<file path="src/rtl/fft_frame_ctrl_pkg.sv">
// fft_frame_ctrl_pkg: shared sizes, state enum and bank-major position type for the frame sequencer
package fft_frame_ctrl_pkg;
  localparam int N_BANK = 4;
  localparam int ADDR_W = 9;
  localparam int DATA_W = 16;
  localparam int RD_LAT = 2;
  localparam int START_GAP = 2;
  localparam int FRAME_LEN = N_BANK << ADDR_W;
  localparam int POS_W = $clog2(FRAME_LEN);
  typedef enum logic [2:0] {IDLE, FILL, LAUNCH, WAIT_FFT, DRAIN} state_t;
  typedef struct packed {
    logic [$clog2(N_BANK)-1:0] bank;
    logic [ADDR_W-1:0] addr;
  } pos_t;
  function automatic pos_t next_pos(pos_t p);
    return pos_t'(p + 1'b1);
  endfunction
endpackage

</file>
<file path="src/rtl/fft_frame_ctrl_skid.sv">
// fft_frame_ctrl_skid: small FIFO absorbing reads already in flight when the result sink stalls
module fft_frame_ctrl_skid
  import fft_frame_ctrl_pkg::*;
#(
  parameter int DEPTH = RD_LAT + 1
) (
  input  logic              clk,
  input  logic              rst_n,
  input  logic [DATA_W-1:0] in_data,
  input  logic              in_valid,
  output logic              in_ready,
  output logic [DATA_W-1:0] out_data,
  output logic              out_valid,
  input  logic              out_ready
);
  localparam int AW = $clog2(DEPTH);
  localparam int CW = $clog2(DEPTH + 1);
  logic [DATA_W-1:0] mem [DEPTH];
  logic [AW-1:0] wp, rp;
  logic [CW-1:0] cnt;
  logic push, pop;
  assign in_ready = cnt != CW'(DEPTH);
  assign out_valid = cnt != '0;
  assign out_data = mem[rp];
  assign push = in_valid && in_ready;
  assign pop = out_valid && out_ready;
  always_ff @(posedge clk) begin
    if (!rst_n) begin
      wp <= '0;
      rp <= '0;
      cnt <= '0;
      for (int i = 0; i < DEPTH; i++) mem[i] <= '0;
    end else begin
      if (push) mem[wp] <= in_data;
      if (push) wp <= wp == AW'(DEPTH - 1) ? '0 : wp + 1'b1;
      if (pop) rp <= rp == AW'(DEPTH - 1) ? '0 : rp + 1'b1;
      cnt <= cnt + CW'(push) - CW'(pop);
    end
  end
endmodule

</file>
<file path="config.mk">
export PLATFORM = sky130hd
export DESIGN_NAME = fft_frame_ctrl_skid
export DESIGN_NICKNAME = d
export VERILOG_FILES = /design/src/rtl/fft_frame_ctrl_pkg.sv /design/src/rtl/fft_frame_ctrl_skid.sv
export SDC_FILE = /design/constraint.sdc
export NUM_CORES = 1
export LEC_CHECK = 0
export CORE_ASPECT_RATIO = 1.25
export CORE_MARGIN = 2
export CORE_UTILIZATION = 49
export CTS_CLUSTER_SIZE = 20
export DETAILED_ROUTE_END_ITERATION = 8
export GPL_TIMING_DRIVEN = 1
export PLACE_DENSITY = 0.75
export SLEW_MARGIN = 20
export SYNTH_ARGS = -nofsm -noshare
export SYNTH_HDL_FRONTEND = slang
export SYNTH_SLANG_ARGS = --single-unit
</file>
<file path="constraint.sdc">
create_clock -name clk -period 2.05 [get_ports clk]
set_input_delay 0.5125 -clock clk [delete_from_list [all_inputs] [get_ports clk]]
set_output_delay 0.5125 -clock clk [all_outputs]
set_load 0.03 [all_outputs]
</file>
======== After elaboration in Yosys (flattened, before gate mapping) ========
Memory sizes are Yosys's and may differ from the RTL's. A register that Yosys moved wholly into a read port is not among the register bits.
Cells that the tools add are included.
cells by class
  add/sub/neg operators ................... 4
  equal/unequal tests ..................... 3
  mux-type cells .......................... 11
  reductions and logical operators ........ 4
operators by type and width
  kind                                          number
  two-way mux 16 bit                            1
  OR reduction 16 bit                           1
  two-way mux 2 bit                             5
  two-way mux 1 bit                             5
  adder 2 x 1 -> 2 bit (second input constant)  2
  equality test 2 bit (second input constant)   2
  adder 2 x 1 -> 2 bit                          1
  logical AND 1 bit                             2
  != test 2 bit (second input constant)         1
  nonzero test 2 bit                            1
  subtractor 2 x 1 -> 2 bit                     1
word-level totals
  register bits ........................... 6
  bits in writable memories ............... 48
  bits of input ports ..................... 20
  output and inout port bits .............. 18
  memories kept ........................... 1
memories
  memory  depth  width  rd ports  clocked after memory_dff  wr ports  RTL line                   RTL
  mem     3      16     1         1                         3         fft_frame_ctrl_skid.sv:18  logic [DATA_W-1:0] mem [DEPTH];

======== Logic depth before layout (Yosys ltp) ========
  depth in word-level cells ............... 7
  gate-level depth with buffers ........... 9
  depth with buffers taken out ............ 9

======== Worst setup path after synthesis ========
No wires, ideal clock.
  kind .................................... register to register
  from .................................... register cnt[0]
  to ...................................... memory mem[3][0], enable pin
  data arrival time ....................... 1597 ps
  data required time ...................... 1662 ps
  setup slack ............................. 65 ps
  cell stages (with the launch flop) ...... 5
  path buffers ............................ 0
  clock period less this slack ............ 1985 ps
  cell sequence ........................... dfxtp_1 -> and2_4 -> inv_1 -> nand2_1 -> nor2_1
RTL lines
  what                    RTL line                   RTL
  start, declared         fft_frame_ctrl_skid.sv:20  logic [CW-1:0] cnt;
  start signal, assigned  fft_frame_ctrl_skid.sv:37  cnt <= cnt + CW'(push) - CW'(pop);
  end, declared           fft_frame_ctrl_skid.sv:18

==> reports/metrics.yaml <==
top_usage_layer: "met2"
crit_path_end_kind: "output pin"
wl_per_cell_um: 16.1
track_usage: 0.173
die_x_um: 74.5
globalplace.congestion: 0.720
syn_inst: 175
grt_pass1_wl_mm: 8.26
rows: 32
cts_tree: "built"
synth_top_area_share: 0.631
synth.top_cells.by_count: "64 x edfxtp_1, 50 x and2_1, 16 x mux4_2"
reg2regPathDepth: 8
yosys_warnings: 0
drt-initial-drc-count: 184
skew_ns: 0.00938
syn-num-nets: 197
worstMarginPinSlew_ns: 0.315
syn-cell-area_sq_um: 3050
cts.clk_slew.worst_paths_ns: 0.07
p_per_area_nw_per_um2: 1060
dieArea_sq_um: 6870
grt_remaining_overflow: 0
antenna_left: 0
area_growth_pct: 27.5
fmaxAchievable_mhz: 486
hp-start: "rp[0]$_SDFFE_PN0N_"
hpwl_mm: 3.33
first_pass_iters: 4
finalWirelength_mm: 5.20
setup_viol: 1
postPlaceCellArea_sq_um: 3620
diodes: 0
maxCapViolations: 0
finish.instance_area_sq_um: 3880
hold_viol: 0
antenna_found_initial: 0
final_cells: 323
period_minus_slack_ns: 2.06
period_share: 1.00
r2r_start: "cnt[1]$_SDFF_PN0_"
hp-class: "flip-flop to flip-flop"
drive_above_1_share: 0.307
arrival_ns: 1.55
layout_setup_ws_ns: -0.00876
rsz0062_at_grt: "yes"
hold_depth: 2
io_pins: 38
max_slew_margin: 0.788
initial_core_util: 0.500
vias: 1611
grt_max_degree: 18
yosysSeqAreaShare: 0.684
leakage_nw: 1.42
avgSynthCellArea_sq_um: 17.4
drc: 0
use_met3: 0.0418
fin_nets: 255
placedCellCount: 307
port_buffers: 37
synth_edf_count: 64
ys.flop_type: "edfxtp_1"
start_kind: "flip-flop"
first_global_vias: 1673
timing.hold.ws_ns: 0.525
synthArstFlopShare: 0
cts_hold_buf: 0
die_y_um: 92.1
cts_made_buffers: 9
violations: "setup timing"
r2r_slack_ns: 0.34
cts-root-buf: "clkbuf_8"
rr_endpoint: "cnt[1]$_SDFF_PN0_"
slew_violations: 0
peakVddDrop_mv: 0.531
cts_max_path_buffers: 2
numClockSinks: 72
status: "finished, violations left"
crit_required_ns: 1.54
synth_seq_cells: 72
synth_area_leaders: "edfxtp_1 63%, mux4_2 12%, and2_1 10%"
grt_use_met1: 0.210
path_class: "flip-flop to output pin"
via_per_inst: 4.99
htree_levels: 3
total_power_mw: 4.10
grt_use_met2: 0.283
core_sq_um: 6090
synth.distinct_cells: 24
path_max_fanout: 5
clock_latency_ns: 0.35
yosys.area.top_type: "edfxtp_1"
synthMostInstantiatedCell: "edfxtp_1"
[cell families (layout without fill, tap and decap cells)]
family	count (synthesis)	in the layout	synth area share
xor+xnor	2	2	0.00575
buf+inv	11	74	0.0226
flops	72	72	0.684
compound gates	5	5	0.0107
fa+ha+maj	2	2	0.00822
mux	16	16	0.118
simple gates	67	67	0.151
[layout make-up]
type	count	area, sq um
Tap cell	85	106
Inverter	3	11.3
Multi-Input combinational cell	92	895
Sequential cell	72	2090
Clock inverter	7	95.1
Timing Repair Buffer	55	567
Fill cell	468	2200
Clock buffer	9	124
[cells in the final DEF (no fill, tap or decap)]
| master | netlist | final |
|---|---|---|
| clkdlybuf4s50_1 | 0 | 19 |
| edfxtp_1 | 64 | 64 |
| buf_6 | 2 | 17 |
| inv_1 | 3 | 3 |
| and2_4 | 1 | 1 |
| xnor2_1 | 2 | 2 |
| dfxtp_1 | 8 | 7 |
| and2_1 | 50 | 50 |
| o21ai_0 | 3 | 3 |
| bufinv_16 | 0 | 2 |
| mux4_2 | 16 | 16 |
| nand2_2 | 1 | 1 |
| clkinvlp_4 | 0 | 3 |
| or2_2 | 1 | 1 |
| a31o_2 | 1 | 1 |
| inv_6 | 0 | 1 |
| nor2_1 | 2 | 2 |
| nand3_1 | 3 | 3 |
| ha_1 | 2 | 2 |
| buf_4 | 3 | 13 |
| dfxtp_4 | 0 | 1 |
| nand3b_1 | 1 | 1 |
| a31o_1 | 1 | 1 |
| buf_12 | 0 | 2 |
| nand2_1 | 2 | 2 |
| nand2b_1 | 3 | 3 |
| dlygate4sd2_1 | 0 | 2 |
| clkbuf_8 | 0 | 9 |
| nor4_4 | 1 | 1 |
| clkinv_1 | 0 | 1 |
| buf_8 | 0 | 2 |
| nor4b_4 | 2 | 2 |
[routing by layer]
layer  part of all wire  up-vias
met1               0.41      804
li1                   -      768
met2               0.53       30
met4              0.021        0
met5                  0        -
met3              0.036        9
[worst max-delay path: stages, from the launching register on]
cell,delay (ns)
dfxtp_4,0.38
buf_8,0.13
mux4_2,0.53
buf_6,0.16
[state kept, by name, summed over array words and instances (netlist names), named ones only]
| register | count |
|---|---|
| cnt | 2 |
| wp | 2 |
| mem | 64 |
| rp | 2 |
[stage by stage]
stage	TNS, ns	util	setup WS, ns
after global routing	-0.490	0.638	-0.0513
after detailed placement	-1.92	0.596	-0.129
after global placement	-1.74	0.596	-0.129
after floorplan	0	-	0.0648
after CTS	-0.248	0.632	-0.0315
final	-0.00876	0.638	-0.00876
[how the worst max path moves through the flow]
stage / startpoint / end / slack (ns) / cells past startpoint
2_1_floorplan: cnt[0]$_SDFF_PN0_ / mem[3][0]$_DFFE_PP_ / 0.06 / 4
4_1_cts: flip-flop / out_data[1] / -0.03 / 3
6_report: flip-flop / out_data[1] / -0.009 / 3
3_3_place_gp: flip-flop / out_data[1] / -0.13 / 3
5_1_grt: flip-flop / out_data[1] / -0.05 / 3
3_5_place_dp: flip-flop / out_data[1] / -0.13 / 3
[power by group]
group	leakage (nW)	total (mW)	switching (mW)	internal [mW]
Clock	0.0995	1.22	0.533	0.684
Sequential	0.710	1.79	0.0643	1.73
Combinational	0.611	1.09	0.533	0.558
Total	1.42	4.10	1.13	2.97
[timing repair]
action | 4_1_cts | 5_1_grt
pin swaps | 0 | 0
setup endpoints to repair | 18 | 16
buffers inserted | 0 | 0
gates resized for setup | 111 | 10
Note: power is estimated with default switching activity, not from simulation.
